$ cat src/rtl/timestamp_pkg.sv
// Shared constants and types for the timestamp serializer slice.
// Holds ASCII codes, frame lengths, FSM state encoding and the snapshot record.
// Pure declarations; no logic lives here.
package timestamp_pkg;

    localparam logic [7:0] ASCII_0     = 8'h30;
    localparam logic [7:0] ASCII_DASH  = 8'h2D;
    localparam logic [7:0] ASCII_COLON = 8'h3A;
    localparam logic [7:0] ASCII_SPACE = 8'h20;
    localparam logic [7:0] ASCII_STAR  = 8'h2A;
    localparam logic [7:0] ASCII_CR    = 8'h0D;
    localparam logic [7:0] ASCII_LF    = 8'h0A;

    // Plain frame: "MM-DD hh:mm:ss\r\n"; checksum frame adds "*HH" before CR
    localparam int FRAME_LEN_PLAIN = 16;
    localparam int FRAME_LEN_CSUM  = 19;
    // Number of leading bytes folded into the checksum
    localparam int CSUM_SPAN       = 14;

    typedef enum logic [1:0] {
        IDLE  = 2'd0,
        CAP_A = 2'd1,
        CAP_B = 2'd2,
        SEND  = 2'd3
    } state_t;

    typedef struct packed {
        logic [3:0] mon;
        logic [4:0] day;
        logic [4:0] hour;
        logic [5:0] minute;
        logic [5:0] sec;
    } stamp_t;

    // Uppercase hex digit for one nibble
    function automatic logic [7:0] hex_ascii(input logic [3:0] nib);
        return (nib < 4'd10) ? (ASCII_0 + {4'b0000, nib}) : (8'h37 + {4'b0000, nib});
    endfunction

endpackage

$ cat src/rtl/timestamp_serializer_bin2ascii2.sv
// Converts a 6-bit binary value (0..63) into two ASCII decimal digits, tens first.
// Purely combinational, zero latency.
// No handshake; output follows input.
module bin2ascii2
    import timestamp_pkg::*;
(
    input  logic [5:0] bin,
    output logic [7:0] tens_ascii,
    output logic [7:0] ones_ascii
);

    logic [2:0] tens;
    logic [3:0] ones;

    // Compare-subtract from the largest decade down; first hit fixes the tens digit
    always_comb begin
        tens = 3'd0;
        ones = bin[3:0];
        for (int k = 6; k >= 1; k--) begin
            if ((tens == 3'd0) && (bin >= 6'(k * 10))) begin
                tens = 3'(k);
                ones = 4'(bin - 6'(k * 10));
            end
        end
    end

    assign tens_ascii = ASCII_0 + {5'b00000, tens};
    assign ones_ascii = ASCII_0 + {4'b0000, ones};

endmodule

$ cat src/rtl/timestamp_serializer.sv
// Captures a tear-free date/time snapshot on min15 or send_req and streams it as an ASCII frame.
// Latency: first byte valid 3 clk after trigger (+2 per re-capture); min15 edge seen SYNC_STAGES+1 clk late.
// Backpressure: valid/ready on tx; data held while stalled; one trigger queued, further ones set overrun.
// Optional checksum suffix "*HH" enabled by defining TIMESTAMP_SERIALIZER_CHECKSUM_EN.
module timestamp_serializer
    import timestamp_pkg::*;
#(
    parameter int SYNC_STAGES = 2,
    parameter int MAX_RETRY   = 3
) (
    input  logic       clk,
    input  logic       rst,
    input  logic       min15,
    input  logic       send_req,
    input  logic [5:0] sec_i,
    input  logic [5:0] min_i,
    input  logic [4:0] hour_i,
    input  logic [4:0] day_i,
    input  logic [3:0] mon_i,
    output logic [7:0] tx_data,
    output logic       tx_valid,
    input  logic       tx_ready,
    output logic       busy,
    output logic       overrun
);

`ifdef TIMESTAMP_SERIALIZER_CHECKSUM_EN
    localparam int FRAME_LEN = FRAME_LEN_CSUM;
`else
    localparam int FRAME_LEN = FRAME_LEN_PLAIN;
`endif
    localparam int                 RETRY_W   = (MAX_RETRY < 1) ? 1 : $clog2(MAX_RETRY + 1);
    localparam logic [RETRY_W-1:0] RETRY_MAX = RETRY_W'(MAX_RETRY);
    localparam logic [4:0]         LAST_IDX  = 5'(FRAME_LEN - 1);

    state_t               state;
    state_t               state_n;
    logic [SYNC_STAGES-1:0] min15_sync;
    logic                 min15_last;
    logic                 min15_rise;
    logic                 trig;
    stamp_t               live;
    stamp_t               snap_a;
    stamp_t               snap_b;
    logic                 mismatch;
    logic [RETRY_W-1:0]   retry_cnt;
    logic [4:0]           byte_idx;
    logic                 last_xfer;
    logic                 pending;
    logic [7:0]           frame_byte;

    logic [7:0] mon_hi, mon_lo, day_hi, day_lo, hour_hi, hour_lo;
    logic [7:0] min_hi, min_lo, sec_hi, sec_lo;

    assign live = '{mon: mon_i, day: day_i, hour: hour_i, minute: min_i, sec: sec_i};

    // Synchronize min15 into clk and keep one extra flop for edge detection
    always_ff @(posedge clk) begin
        if (rst) begin
            min15_sync <= '0;
            min15_last <= 1'b0;
        end else begin
            min15_sync <= {min15_sync[SYNC_STAGES-2:0], min15};
            min15_last <= min15_sync[SYNC_STAGES-1];
        end
    end

    // A simultaneous min15 edge and send_req collapse into a single trigger
    assign min15_rise = min15_sync[SYNC_STAGES-1] & ~min15_last;
    assign trig       = min15_rise | send_req;
    assign mismatch   = (snap_a != live);
    assign last_xfer  = (state == SEND) && tx_ready && (byte_idx == LAST_IDX);

    // State register
    always_ff @(posedge clk) begin
        if (rst) begin
            state <= IDLE;
        end else begin
            state <= state_n;
        end
    end

    // Next-state: double capture with bounded re-capture, then stream the frame
    always_comb begin
        state_n = state;
        case (state)
            IDLE:    if (trig) state_n = CAP_A;
            CAP_A:   state_n = CAP_B;
            CAP_B:   state_n = (mismatch && (retry_cnt < RETRY_MAX)) ? CAP_A : SEND;
            SEND:    if (last_xfer) state_n = (pending || trig) ? CAP_A : IDLE;
            default: state_n = IDLE;
        endcase
    end

    // Snapshot, retry counter and byte index; snap_b stays frozen outside CAP_B
    always_ff @(posedge clk) begin
        if (rst) begin
            snap_a    <= '0;
            snap_b    <= '0;
            retry_cnt <= '0;
            byte_idx  <= '0;
        end else begin
            if (state == CAP_A) begin
                snap_a <= live;
            end
            if (state == CAP_B) begin
                snap_b    <= live;
                retry_cnt <= (mismatch && (retry_cnt < RETRY_MAX)) ? retry_cnt + RETRY_W'(1) : '0;
            end
            if ((state == SEND) && tx_ready) begin
                byte_idx <= (byte_idx == LAST_IDX) ? 5'd0 : byte_idx + 5'd1;
            end
        end
    end

    // One trigger may wait while busy; a second one while waiting is lost and flagged
    always_ff @(posedge clk) begin
        if (rst) begin
            pending <= 1'b0;
            overrun <= 1'b0;
        end else begin
            if ((state != IDLE) && trig && pending) begin
                overrun <= 1'b1;
            end
            if (last_xfer) begin
                pending <= 1'b0;
            end else if ((state != IDLE) && trig) begin
                pending <= 1'b1;
            end
        end
    end

    bin2ascii2 u_mon  (.bin({2'b00, snap_b.mon}),  .tens_ascii(mon_hi),  .ones_ascii(mon_lo));
    bin2ascii2 u_day  (.bin({1'b0, snap_b.day}),   .tens_ascii(day_hi),  .ones_ascii(day_lo));
    bin2ascii2 u_hour (.bin({1'b0, snap_b.hour}),  .tens_ascii(hour_hi), .ones_ascii(hour_lo));
    bin2ascii2 u_min  (.bin(snap_b.minute),        .tens_ascii(min_hi),  .ones_ascii(min_lo));
    bin2ascii2 u_sec  (.bin(snap_b.sec),           .tens_ascii(sec_hi),  .ones_ascii(sec_lo));

`ifdef TIMESTAMP_SERIALIZER_CHECKSUM_EN
    logic [7:0] csum;

    // Fold each of the leading frame bytes into the checksum as it is accepted
    always_ff @(posedge clk) begin
        if (rst) begin
            csum <= 8'h00;
        end else if (state == CAP_B) begin
            csum <= 8'h00;
        end else if ((state == SEND) && tx_ready && (byte_idx < 5'(CSUM_SPAN))) begin
            csum <= csum ^ tx_data;
        end
    end
`endif

    // Byte index to frame character
    always_comb begin
        frame_byte = 8'h00;
        case (byte_idx)
            5'd0:  frame_byte = mon_hi;
            5'd1:  frame_byte = mon_lo;
            5'd2:  frame_byte = ASCII_DASH;
            5'd3:  frame_byte = day_hi;
            5'd4:  frame_byte = day_lo;
            5'd5:  frame_byte = ASCII_SPACE;
            5'd6:  frame_byte = hour_hi;
            5'd7:  frame_byte = hour_lo;
            5'd8:  frame_byte = ASCII_COLON;
            5'd9:  frame_byte = min_hi;
            5'd10: frame_byte = min_lo;
            5'd11: frame_byte = ASCII_COLON;
            5'd12: frame_byte = sec_hi;
            5'd13: frame_byte = sec_lo;
`ifdef TIMESTAMP_SERIALIZER_CHECKSUM_EN
            5'd14: frame_byte = ASCII_STAR;
            5'd15: frame_byte = hex_ascii(csum[7:4]);
            5'd16: frame_byte = hex_ascii(csum[3:0]);
            5'd17: frame_byte = ASCII_CR;
            5'd18: frame_byte = ASCII_LF;
`else
            5'd14: frame_byte = ASCII_CR;
            5'd15: frame_byte = ASCII_LF;
`endif
            default: frame_byte = 8'h00;
        endcase
    end

    // Outputs decoded from state; tx_data is zero whenever nothing is offered
    always_comb begin
        tx_valid = (state == SEND);
        tx_data  = (state == SEND) ? frame_byte : 8'h00;
        busy     = (state != IDLE);
    end

endmodule

$ cat config.mk
export PLATFORM = sky130hd
export DESIGN_NAME = timestamp_serializer
export DESIGN_NICKNAME = d
export VERILOG_FILES = /design/src/rtl/timestamp_pkg.sv /design/src/rtl/timestamp_serializer_bin2ascii2.sv /design/src/rtl/timestamp_serializer.sv
export SDC_FILE = /design/constraint.sdc
export NUM_CORES = 1
export LEC_CHECK = 0
export ABC_AREA = 1
export BUFFER_PORTS_ARGS = -buffer_cell sky130_fd_sc_hd__buf_2
export CORE_ASPECT_RATIO = 0.8
export CORE_MARGIN = 2
export CORE_UTILIZATION = 60
export CTS_BUF_LIST = sky130_fd_sc_hd__clkbuf_4 sky130_fd_sc_hd__clkbuf_8 sky130_fd_sc_hd__clkbuf_16
export DETAILED_ROUTE_END_ITERATION = 12
export GPL_TIMING_DRIVEN = 0
export HOLD_SLACK_MARGIN = 0.12
export PLACE_DENSITY = 0.81
export SKIP_LAST_GASP = 1
export SYNTH_ARGS = -nofsm -noshare
export SYNTH_HDL_FRONTEND = slang
export SYNTH_SLANG_ARGS = --single-unit
$ cat constraint.sdc
create_clock -name clk -period 2.6 [get_ports clk]
set_input_delay 0.39 -clock clk [delete_from_list [all_inputs] [get_ports clk]]
set_output_delay 0.39 -clock clk [all_outputs]
set_load 0.01 [all_outputs]
# Word-level counts from Yosys, hierarchy flattened
# Cells that the tools add are included.
# word_totals
reg_bits	66
latch_bits	0
mem_bits_rw	0
romBits	0
in_bits	31
output_inout_bits	11
n_memories	0
# classes
n_addsub	42
n_mul	0
div_mod_pow	0
order_cmp	31
n_eq_ne	21
shifts	0
muxes	69
bitwise	3
reduce_logical	62
# op_table
cell	count
4-bit two-way mux	30
8-bit one-hot mux with 15 select lines	1
3-bit two-way mux	30
4-bit subtractor, second input constant	19
3-bit zero test	25
5-bit by 4-bit equality test with 1-bit output, second input constant	8
5-bit by 6-bit greater-or-equal comparator with 1-bit output, second input constant	6
6-bit greater-or-equal comparator, second input constant	6
6-bit by 3-bit adder with 7-bit output, first input constant	5
6-bit by 4-bit adder with 7-bit output, first input constant	5
1-bit logical AND	30
4-bit by 3-bit subtractor with 4-bit output, second input constant	7
26-bit != test	1
6-bit by 5-bit greater-or-equal comparator with 1-bit output, second input constant	4
5-bit by 3-bit equality test with 1-bit output, second input constant	4
5-bit greater-or-equal comparator, second input constant	4
4-bit by 6-bit greater-or-equal comparator with 1-bit output, second input constant	3
4-bit by 2-bit subtractor with 4-bit output, second input constant	4
6-bit by 4-bit greater-or-equal comparator with 1-bit output, second input constant	2
5-bit by 2-bit equality test with 1-bit output, second input constant	2
4-bit by 5-bit greater-or-equal comparator with 1-bit output, second input constant	2
5-bit by 4-bit greater-or-equal comparator with 1-bit output, second input constant	2
2-bit two-way mux	4
8-bit two-way mux	1
other kinds (21)	23

# Depth between registers and ports, before layout
# Gate-level depths: netlist of run 1.
# depth
word_depth	20
ltp_mapped	17

# By module
# A second synthesis of run 1 with hierarchy kept.
# hier_totals
hier_cells	1055
hier_area_um2	6283.5
# modules_own_cells
mod	instances	cells_per_inst	area_each_um2
timestamp_serializer	1	535	3487.1
bin2ascii2	5	104	559.3

# Worst setup path after synthesis of run 1
# No wires, ideal clock.
# synth_path
path_kind	reg2out
startpoint	register snap_b[3] (netlist bit)
endpoint	output tx_data[2]
arrival_ns	1.652
required_time_ns	2.210
slack_ns	0.558
stages_incl_launch_ff	18
n_path_buf	1
cell_sequence	dfxtp_1 -> buf_4 -> inv_1 -> ha_1 -> nand2_1 -> nand2_1 -> inv_1 -> nand2_1 -> nand3_1 -> nand2_1 -> o21ai_1 -> nand2_1 -> nand3_1 -> nand2_1 -> nand2_1 -> nand2_1 -> nor2_1 -> nor2_1
# synth_via
elab_chain_cells	20
# synth_rtl
item	line	source
start: declaration	timestamp_serializer.sv:44	stamp_t snap_b;
start signal: assignment	timestamp_serializer.sv:107	snap_b <= live;
6-bit greater-or-equal comparator	timestamp_serializer_bin2ascii2.sv:20	if ((tens == 3'd0) && (bin >= 6'(k * 10))) begin
3-bit two-way mux	timestamp_serializer_bin2ascii2.sv:20	
3-bit zero test	timestamp_serializer_bin2ascii2.sv:20	
1-bit logical AND	timestamp_serializer_bin2ascii2.sv:20	
3-bit two-way mux	timestamp_serializer_bin2ascii2.sv:20	
3-bit zero test	timestamp_serializer_bin2ascii2.sv:20	
1-bit logical AND	timestamp_serializer_bin2ascii2.sv:20	
3-bit two-way mux	timestamp_serializer_bin2ascii2.sv:20	
[... 4 more ...]	-	
1-bit logical AND	timestamp_serializer_bin2ascii2.sv:20	
3-bit two-way mux	timestamp_serializer_bin2ascii2.sv:20	
3-bit zero test	timestamp_serializer_bin2ascii2.sv:20	
1-bit logical AND	timestamp_serializer_bin2ascii2.sv:20	
4-bit two-way mux / 3-bit two-way mux (equally long branches)	timestamp_serializer_bin2ascii2.sv:20	
6-bit by 4-bit adder with 7-bit output / 6-bit by 3-bit adder with 7-bit output (equally long branches)	timestamp_serializer_bin2ascii2.sv:28, timestamp_serializer_bin2ascii2.sv:27	
8-bit one-hot mux with 15 select lines *	timestamp_serializer.sv:157	case (byte_idx)
8-bit two-way mux *	timestamp_serializer.sv:189	tx_data = (state == SEND) ? frame_byte : 8'h00;
end: declaration	timestamp_serializer.sv:20	output logic [7:0] tx_data,
# Every way passes the cells marked *; elsewhere a longest branch is shown, timed or not.

# Final worst setup path of run 1
# layout_path
startpoint	register snap_b[8] (netlist bit)
endpoint	output tx_data[2]
# The elaborated chain is that of the path after synthesis.

==> results.toml, run 1 <==
[drt]
wl_um = 12470
drc = 0
vias = 4744
dr.pass1.iters = 6
drt-initial-drc-count = 338
vias_per_cell = 5.588
wl_per_cell_um = 14.69
ant_nets = 0

[cts]
cts.htree.levels = 3
cts-root-buf = "clkbuf_8"
numCtsBuffers = 9
hold_buffers = 0
clockBufferDepth = 2
clock_latency_ns = 0.35
cts_tree = "done"
path_clk_slew_ns = 0.09
cts_sinks = 66

[power_and_ir_drop]
power_density_nw_per_um2 = 507.5
p_total_w = 0.002728
pwr-share-seq = 0.425
p_switching_w = 0.0008604
clkPwrFrac = 0.364
internal-power_w = 0.001868
vdd_drop_max_v = 0.0004302
power.leakage_nw = 2.523
swShare = 0.3154
p_comb_frac = 0.211

[place]
place_ws_ns = 0.1214
dpl_cell_area_sq_um = 4832
hpwl_um = 9081
io_buffers = 38
gp_congestion = 0.9479

[global_routing]
grt_use_met3 = 0.05191
groute.usage.overall = 0.3028
antenna_found_initial = 0
grt-ovfl-total = 0
grt.busiest_layer = "met2"
grt_pass1_vias = 4210
grt_start_max_net_pins = 13
grt_pass1_wl_um = 19660
gr-usage-met1 = 0.4018
use_met2 = 0.5126

[job]
cap_violations = 0

[worst_setup_path]
crit_top_cell = "nor2_1"
path_class = "flop to primary output"
critPathLaunchType = "flop"
cp_cell_sequence = "ha_2 -> inv_1 -> nand3_1 -> a21oi_1 -> nor2_4 -> nand3_4 -> o21ai_1 -> nor2_1 -> nor2_1 -> nor2_2 -> nor2_1 -> buf_2"
crit_arrival_ns = 2.30
required_ns = 2.21
end_kind = "primary output"
crit_buf_inv = 2
critPathMaxStageDelay_ns = 0.38
crit_fanout = 5
crit_family = "simple AND/OR/NAND/NOR gates"
worstRegToRegCells = 6
crit_slowest_cell = "dfxtp_4"
cp.depth = 12

[final_layout]
area_growth_pct = 18.80
finalNetCount = 817
final_cell_area_sq_um = 5376
diodes = 0
drive_gt1_frac = 0.2121

[floorplan]
coreArea_sq_um = 7357
rows = 28
boundaryPins = 42
start_util = 0.6151
die_y_um = 81.68
dieWidth_um = 101.1
die_area_sq_um = 8258

[logic_synthesis]
synthCells = 692
yosys-top-cells-area = "dfxtp_1 (29%), nand2_1 (9.1%), ha_1 (8.8%), nor2_1 (8.4%), inv_1 (7.1%)"
yosysTopAreaCellShare = 0.2920
syn_area_sq_um = 4526
syn_avg_cell_area_sq_um = 6.540
synthArstFlopShare = 0
ys_top_cells_by_count = "nand2_1 (110), nor2_1 (101), inv_1 (86)"
synth_ff_type = "dfxtp_1"
ys_warn_count = 0
synth-edff-count = 0
synth.distinct_cells = 37
yosysMostFrequentCell = "nand2_1"
ys_seq_area_frac = 0.2920
yosys.area.top_type = "dfxtp_1"
ys_ff_latch = 66

[status]
status = "finished, violations left"
violations = "negative setup slack"

[timing]
finalSetupTns_ns = -0.1622
fin_worst_skew_ns = 0.008408
worst_slack_ns = -0.08760
max_freq_mhz = 372.1
slew_headroom = 0.5986
post-route-period-util = 1.034
hold_violations = 0
hold_ws_ns = 0.2370
rsz0062_at_grt = "true"
setup_viol_count_final = 3
min_period_ns = 2.688
tightest_slew_ns = 0.5999
finalMaxSlewViolations = 0

[worst_hold_path]
hold_path.class = "input port to flop"
hold_path_depth = 3
==> metrics by stage <==
step           instances  utilization
4_1_cts              844       0.7034
2_1_floorplan        693            -
3_5_place_dp         821       0.6568
3_3_place_gp         821       0.6568
5_1_grt              849       0.7308
6_report             849       0.7308
==> layout by cell type, fill, tap and decap left out, drive strengths merged, types with 2 or more instances in the layout <==
| master | instances |
|---|---|
| nand3 | 47 |
| nand2 | 115 |
| dfxtp | 66 |
| nor2 | 109 |
| bufinv | 2 |
| a21oi | 60 |
| o211ai | 3 |
| xnor2 | 14 |
| inv | 94 |
| clkinv | 6 |
| or2 | 7 |
| o21ai | 73 |
| clkbuf | 25 |
| clkinvlp | 2 |
| nor4 | 3 |
| xor2 | 10 |
| nand4 | 15 |
| buf | 55 |
| nor3 | 10 |
| nand3b | 3 |
| conb | 2 |
| ha | 32 |
==> registers in the layout (all words and copies together) (netlist names) <==
signal,cells
retry_cnt,2
pending,1
state,2
min15_last,1
snap_a,26
byte_idx,5
min15_sync,2
overrun,1
snap_b,26
==> worst min-delay path: cells and delay by family <==
kind                   cells  cell delay, ns
buffers and inverters      2            0.11
and+or+nand+nor            1            0.06
==> cell type report <==
type | instances | area, sq um
fill | 608 | 1981
clock buffer | 10 | 137.6
clock inverter | 6 | 90.09
tap | 90 | 112.6
buffer | 20 | 98.84
inverter | 98 | 384.1
sequential | 66 | 1349
timing repair buffer | 50 | 280.3
multi-input combinational | 509 | 2924
==> per-layer routing <==
layer / vias to the layer above / part of all wire
li1: 2364 / -
met1: 2165 / 0.45
met2: 195 / 0.47
met3: 20 / 0.067
met4: 0 / 0.016
met5: - / 0
==> path summary, 6_finish.rpt <==
path | start | slack, ns | to
setup / recovery | snap_b[8] | -0.09 | tx_data[2]
hold / removal | min15 | 0.24 | min15_sync[0]
setup reg to reg | state[1] | 0.73 | snap_b[7]
hold reg to reg | min15_sync[0] | 0.40 | min15_sync[1]
==> cells by family after synthesis <==
kind of cell / after synthesis / synth area share
AND/OR/NAND/NOR: 309 / 0.3069
XOR/XNOR: 24 / 0.04645
flip-flops: 66 / 0.2920
adder cells (fa/ha/maj): 32 / 0.08847
other: 1 / 0.0008286
buffers and inverters: 118 / 0.1015
AO/OA/AOI/OAI: 142 / 0.1640
==> power by group through the flow <==
| stage | clock network [W] | registers, W | logic, W |
|---|---|---|---|
| 2_1_floorplan | 0 | 0.00115 | 0.000376 |
| 3_3_place_gp | 0 | 0.00117 | 0.000490 |
| 3_5_place_dp | 0 | 0.00117 | 0.000510 |
| 4_1_cts | 0.000996 | 0.00115 | 0.000531 |
| 5_1_grt | 0.00104 | 0.00117 | 0.000646 |
| 6_report | 0.000992 | 0.00116 | 0.000577 |
==> what timing repair did <==
| item | in CTS | in global routing |
|---|---|---|
| pin swaps | 5 | 12 |
| gates resized for setup | 28 | 49 |
| setup endpoints to repair | 4 | 5 |
| hold endpoints to repair | 0 | 0 |
| buffers inserted | 7 | 5 |
Note: power is estimated with default switching activity, not from simulation.
==> run 2, diff against run 1 <==
--- a/config.mk
+++ b/config.mk
@@ -9,13 +9,14 @@
 export BUFFER_PORTS_ARGS = -buffer_cell sky130_fd_sc_hd__buf_2
 export CORE_ASPECT_RATIO = 0.8
 export CORE_MARGIN = 2
-export CORE_UTILIZATION = 60
-export CTS_BUF_LIST = sky130_fd_sc_hd__clkbuf_4 sky130_fd_sc_hd__clkbuf_8 sky130_fd_sc_hd__clkbuf_16
+export CORE_UTILIZATION = 62
+export CTS_BUF_LIST = sky130_fd_sc_hd__clkbuf_16
 export DETAILED_ROUTE_END_ITERATION = 12
 export GPL_TIMING_DRIVEN = 0
 export HOLD_SLACK_MARGIN = 0.12
-export PLACE_DENSITY = 0.81
+export PLACE_DENSITY = 0.82
 export SKIP_LAST_GASP = 1
 export SYNTH_ARGS = -nofsm -noshare
 export SYNTH_HDL_FRONTEND = slang
+export SYNTH_HIERARCHICAL = 1
 export SYNTH_SLANG_ARGS = --single-unit
==> run 2 against run 1 <==
The flow still finishes with violations (negative setup slack). Clock skew is 0.0039 ns lower. Flip-flop and latch count stayed put. Highest routed layer unchanged. Non-clock buffer count is 80 higher. Final cell count is 58% higher. Largest cell class unchanged. Critical path type unchanged. Register-to-register slack better by 0.26 ns. Total power is 32% higher. Critical path depth is 6 higher. Design area is 48% higher. Global-route usage is 2.8 points higher. Sequential share of layout area is 7.9 points lower.
==> results.toml, run 2 <==
[floorplan]
die_y_um = 94.04
start_util = 0.6432
dieWidth_um = 116.6
rows = 32
coreArea_sq_um = 9769
boundaryPins = 42
die_area_sq_um = 10960

[worst_setup_path]
path_class = "flop to primary output"
crit_fanout = 5
rr_startpoint = "state[0]"
required_ns = 2.21
rr_endpoint = "snap_a[17]"
crit_arrival_ns = 2.57
worstRegToRegCells = 5
critPathLaunchType = "flop"
cp-startpoint = "snap_b[9]"
end_kind = "primary output"
crit_path_end = "tx_data[3]"
reg2reg_slack_ns = 0.99

[place]
gp_congestion = 0.9369
io_buffers = 38
place_ws_ns = -0.1633
hpwl_um = 12380
dp.cells = 1282

[status]
violations = "negative setup slack"
status = "finished, violations left"

[drt]
dr.pass1.iters = 5
drc = 0
vias = 7263
wl_per_cell_um = 14.69
wl_um = 19670
ant_nets = 0
drt-initial-drc-count = 629
vias_per_cell = 5.424

[final_layout]
final_common_cell = "nand2_1"
finalNetCount = 1274
layout_common_cells = "nand2_1 (247), inv_1 (120), nor2_1 (113)"
area_growth_pct = 27.04
drive_gt1_frac = 0.2502
diodes = 0
biggestRegsByFlops = "snap_a x26, snap_b x26, byte_idx x5"
final_cells = 1339
postLayoutCoreUtil = 0.8171

[global_routing]
groute.usage.overall = 0.3306
grt_pass1_vias = 6508
grt_start_max_net_pins = 12
grt-ovfl-total = 0
grt_pass1_wl_um = 29220
antenna_found_initial = 0

[timing]
post-route-period-util = 1.137
tightest_slew_ns = 0.5034
hold_violations = 0
finalSetupTns_ns = -1.162
finalMaxSlewViolations = 0
max_freq_mhz = 338.3
fin_worst_skew_ns = 0.004541
setup_viol_count_final = 4
worst_slack_ns = -0.3556
slew_headroom = 0.6644
min_period_ns = 2.956
rsz0062_at_grt = "true"

[worst_hold_path]
hold_path.class = "input port to flop"

[logic_synthesis]
yosys.area.top_type = "dfxtp_1"
yosysTopAreaCellShare = 0.2103
syn_area_sq_um = 6284
synth.distinct_cells = 34
ys_ff_latch = 66
synth_ff_type = "dfxtp_1"
ys_seq_area_frac = 0.2103
yosysMostFrequentCell = "nand2_1"
ys_top_cells_by_count = "nand2_1 (267), inv_1 (133), nor2_1 (122)"
synthCells = 1055
ys_warn_count = 6
synth-edff-count = 0
yosys-top-cells-area = "dfxtp_1 (21%), nand2_1 (16%), ha_1 (9.0%), inv_1 (7.9%), nor2_1 (7.3%)"
synthArstFlopShare = 0
syn_avg_cell_area_sq_um = 5.956

[cts]
cts_sinks = 66
path_clk_slew_ns = 0.05
cts_tree = "done"
numCtsBuffers = 9
cts.htree.levels = 3
clockBufferDepth = 2
hold_buffers = 0
cts-root-buf = "clkbuf_16"
clock_latency_ns = 0.33

[power_and_ir_drop]
power.leakage_nw = 4.082
p_total_w = 0.003606
power_density_nw_per_um2 = 451.8
vdd_drop_max_v = 0.0005625

[job]
cap_violations = 0
-- run 2: final cells by class --
class                   count  area [sq um]
plain buffers              71         498.0
repair buffers             79         501.7
well taps                 136         170.2
clock buffers               9         225.2
clock inverters             7         108.9
flip-flops and latches     66          1369
fillers                   682          1787
inverters                 148         578.1
multi-input cells         823          4532
-- run 2: metrics by stage --
step                      instance area (sq um)  hold WS, ns
final                                      7983       0.2839
after CTS                                  7503       0.2684
after global routing                       7983       0.2785
after global placement                     6843       0.4066
after floorplan                            6482       0.3883
after detailed placement                   6843       0.4041
-- run 2: report_power, final --
group	internal, W	switching, W
sequential	0.00109	0.0000937
combinational	0.000418	0.000652
clock	0.000926	0.000426
total	0.00243	0.00117
-- run 2: worst min-delay path by stage --
stage	startpoint	end	slack [ns]	cells after the start
floorplan	min15_sync[0]	min15_sync[1]	0.39	2
global placement	min15_sync[0]	min15_sync[1]	0.41	2
global route	min15	min15_sync[0]	0.28	3
finish	min15	min15_sync[0]	0.28	3
CTS	min15	min15_sync[0]	0.27	3
detailed placement	min15_sync[0]	min15_sync[1]	0.40	2
-- run 2: metal layers --
layer	wire length (um)	vias up	GRT usage
li1	-	3546	-
met1	8147	3294	0.4223
met2	9357	360	0.5654
met3	1609	63	0.07548
met4	552	0	0.07941
met5	0	-	0
-- run 2: critical path, stage by stage, from the launching register on --
cell and delay, ns:
dfxtp_4 0.36, buf_6 0.14, inv_8 0.07, ha_4 0.14, inv_2 0.04, a21oi_2 0.18
nand2_2 0.13, nand2_2 0.11, nand3_2 0.07, nand3_2 0.08, nand3_2 0.07, nand2_1 0.10
nand3_1 0.10, nand2_1 0.08, nand2_1 0.06, o2111ai_2 0.09, nor2_1 0.08, a31oi_1 0.17
buf_2 0.16
-- run 2: what timing repair did --
action,in CTS,in global routing
buffers inserted,17,24
pin swaps,20,37
gates resized for setup,74,80
endpoints found under the setup margin,4,5
-- run 2: cell families (layout without fill, tap and decap cells) --
logic type               after synthesis  count (layout)  synth area share
multiplexers                           1               1          0.001593
adder cells (fa/ha/maj)               45              45           0.08961
XOR/XNOR                              16              16           0.02230
other                                 11              64          0.006571
AND/OR/NAND/NOR                      527             527            0.3560
AO/OA/AOI/OAI                        170             170            0.1499
buffers and inverters                219             314            0.1637
flip-flops                            66              66            0.2103
==> run 3, diff against run 2 <==
--- a/config.mk
+++ b/config.mk
@@ -9,12 +9,13 @@
 export BUFFER_PORTS_ARGS = -buffer_cell sky130_fd_sc_hd__buf_2
 export CORE_ASPECT_RATIO = 0.8
 export CORE_MARGIN = 2
-export CORE_UTILIZATION = 62
-export CTS_BUF_LIST = sky130_fd_sc_hd__clkbuf_16
+export CORE_UTILIZATION = 31
+export CTS_BUF_LIST = sky130_fd_sc_hd__clkbuf_2 sky130_fd_sc_hd__clkbuf_4 sky130_fd_sc_hd__clkbuf_8
 export DETAILED_ROUTE_END_ITERATION = 12
 export GPL_TIMING_DRIVEN = 0
 export HOLD_SLACK_MARGIN = 0.12
-export PLACE_DENSITY = 0.82
+export PLACE_DENSITY = 0.47
+export SETUP_SLACK_MARGIN = 0.05
 export SKIP_LAST_GASP = 1
 export SYNTH_ARGS = -nofsm -noshare
 export SYNTH_HDL_FRONTEND = slang
==> run 3 against run 2 <==
The flow still finishes with violations (negative setup slack). Sequential share of layout area is 0.42 points lower. Global-route usage is 15 points lower. Count of clock-buffer cells in the layout up 2. Design area increased by 2.5%. Flip-flop and latch count unchanged. Maximum frequency is 3.2% higher. Total power shrank 16%. Routed wire length shrank 3.8%. Die area rose by 96%. Core utilization fell by 40 points. Via count down 9.0%. Largest cell class unchanged. Largest power group is now sequential cells.
==> results.toml, run 3 (same netlist as run 2, synthesis figures left out) <==
[place]
gp_congestion = 0.8642
dpl_cell_area_sq_um = 7003
dp.cells = 1410
hpwl_um = 14140
io_buffers = 38

[global_routing]
grt_start_max_net_pins = 12
grt-ovfl-total = 0
grt_pass1_vias = 6102
groute.usage.overall = 0.1771
antenna_found_initial = 0
grt_pass1_wl_um = 30830

[final_layout]
layout_common_cells = "nand2_1 (250), inv_1 (118), nor2_1 (113)"
biggestRegsByFlops = "snap_a x26, snap_b x26, byte_idx x5"
final_cell_area_sq_um = 8185
drive_gt1_frac = 0.2607
final_cells = 1480
final_common_cell = "nand2_1"
diodes = 0
finalNetCount = 1288
area_growth_pct = 30.27

[timing]
slew_headroom = 0.6598
max_freq_mhz = 349.1
min_period_ns = 2.865
finalMaxSlewViolations = 0
hold_ws_ns = 0.2485
setup_viol_count_final = 4
fin_worst_skew_ns = 0.01375
rsz0062_at_grt = "true"
hold_violations = 0
tightest_slew_ns = 0.5103
post-route-period-util = 1.102
worst_slack_ns = -0.2648

[power_and_ir_drop]
clkPwrFrac = 0.257
internal-power_w = 0.001901
power_density_nw_per_um2 = 368.3
vdd_drop_max_v = 0.0003119
power.leakage_nw = 4.098
p_switching_w = 0.001113
swShare = 0.3694
pwr-share-seq = 0.389
p_comb_frac = 0.354

[cts]
path_clk_slew_ns = 0.07
numCtsBuffers = 9
cts_sinks = 66
cts-root-buf = "clkbuf_8"
cts_tree = "done"
clock_latency_ns = 0.34
cts.htree.levels = 3
hold_buffers = 0
clockBufferDepth = 2

[drt]
routed.top_layer = "met4"
wl_um = 18930
drc = 0
drt-initial-drc-count = 448
wl_met2_um = 8478
dr.pass1.iters = 5
wl_met1_um = 9667
vias = 6609
ant_nets = 0
wl_per_cell_um = 12.79
vias_per_cell = 4.466
wl_met3_um = 575

[worst_setup_path]
crit_fanout = 5
crit_arrival_ns = 2.47
path_class = "flop to primary output"
end_kind = "primary output"
critPathLaunchType = "flop"
required_ns = 2.21

[status]
violations = "negative setup slack"
status = "finished, violations left"

[floorplan]
start_util = 0.3164
die_y_um = 131.3
dieWidth_um = 163.2
rows = 46
die_area_sq_um = 21430
coreArea_sq_um = 19860
boundaryPins = 42

[job]
cap_violations = 0

[worst_hold_path]
hold_path.class = "input port to flop"
==> run 3: changes by cell type in the layout (fill, tap and decap cells not counted), moves of 4 or more <==
| cell | previous run | this run |
|---|---|---|
| buf_4 | 92 | 103 |
| clkbuf_8 | 0 | 10 |
| clkbuf_16 | 9 | 0 |
| ha_4 | 6 | 12 |
| ha_2 | 8 | 4 |
| nand2_2 | 27 | 23 |
==> run 3: critical path, cell delays in order, from the launching register on <==
cell,delay [ns]
dfxtp_1,0.38
nor2_1,0.30
a21oi_4,0.11
buf_4,0.15
buf_4,0.12
buf_4,0.12
buf_4,0.12
buf_4,0.12
nand4_1,0.07
nand3_1,0.08
nand2_1,0.11
a21oi_1,0.08
a31oi_1,0.21
buf_2,0.17
==> run 3: per-layer routing <==
metal / GRT usage / up-vias
met5: 0 / -
met4: 0.03097 / 0
met3: 0.02178 / 12
met2: 0.2843 / 96
met1: 0.2554 / 2941
li1: - / 3560
==> run 3: cell type report <==
| class | instances | area, sq um |
|---|---|---|
| clock inverter | 4 | 28.78 |
| tap | 264 | 330.3 |
| multi-input combinational | 823 | 4611 |
| clock buffer | 11 | 145.1 |
| fill | 2151 | 11670 |
| buffer | 71 | 498.0 |
| sequential | 66 | 1369 |
| timing repair buffer | 93 | 618.1 |
| inverter | 148 | 585.6 |
==> run 3: what timing repair did <==
action                     CTS  global route
resized for setup          106            64
setup endpoints to repair    4             6
pin swaps                   45            29
setup buffers               42            13
==> run 3: worst paths after layout <==
check,start,slack [ns],to,depth (start not counted)
max reg2reg,state[0],1.08,snap_a[8],5
min reg2reg,min15_sync[0],0.41,min15_sync[1],2
max,snap_b[0],-0.26,tx_data[3],13
min,min15,0.25,min15_sync[0],3
==> run 3: power groups by stage <==
stage	logic, W	clock network [W]	registers (W)
floorplan	0.000652	0	0.00117
global placement	0.000847	0	0.00120
detailed placement	0.000846	0	0.00120
CTS	0.000965	0.000799	0.00117
global route	0.00121	0.000836	0.00118
finish	0.00107	0.000775	0.00117
==> run 3: through the flow <==
step	power, W	util	setup WS [ns]	setup TNS, ns
after floorplan	0.001821	-	0.3900	0
after global placement	0.002048	0.3527	-0.3431	-0.8860
after detailed placement	0.002045	0.3527	-0.2655	-0.6641
after CTS	0.002934	0.3940	-0.2393	-0.7552
after global routing	0.003230	0.4122	-0.3959	-1.362
final	0.003015	0.4122	-0.2648	-0.7997
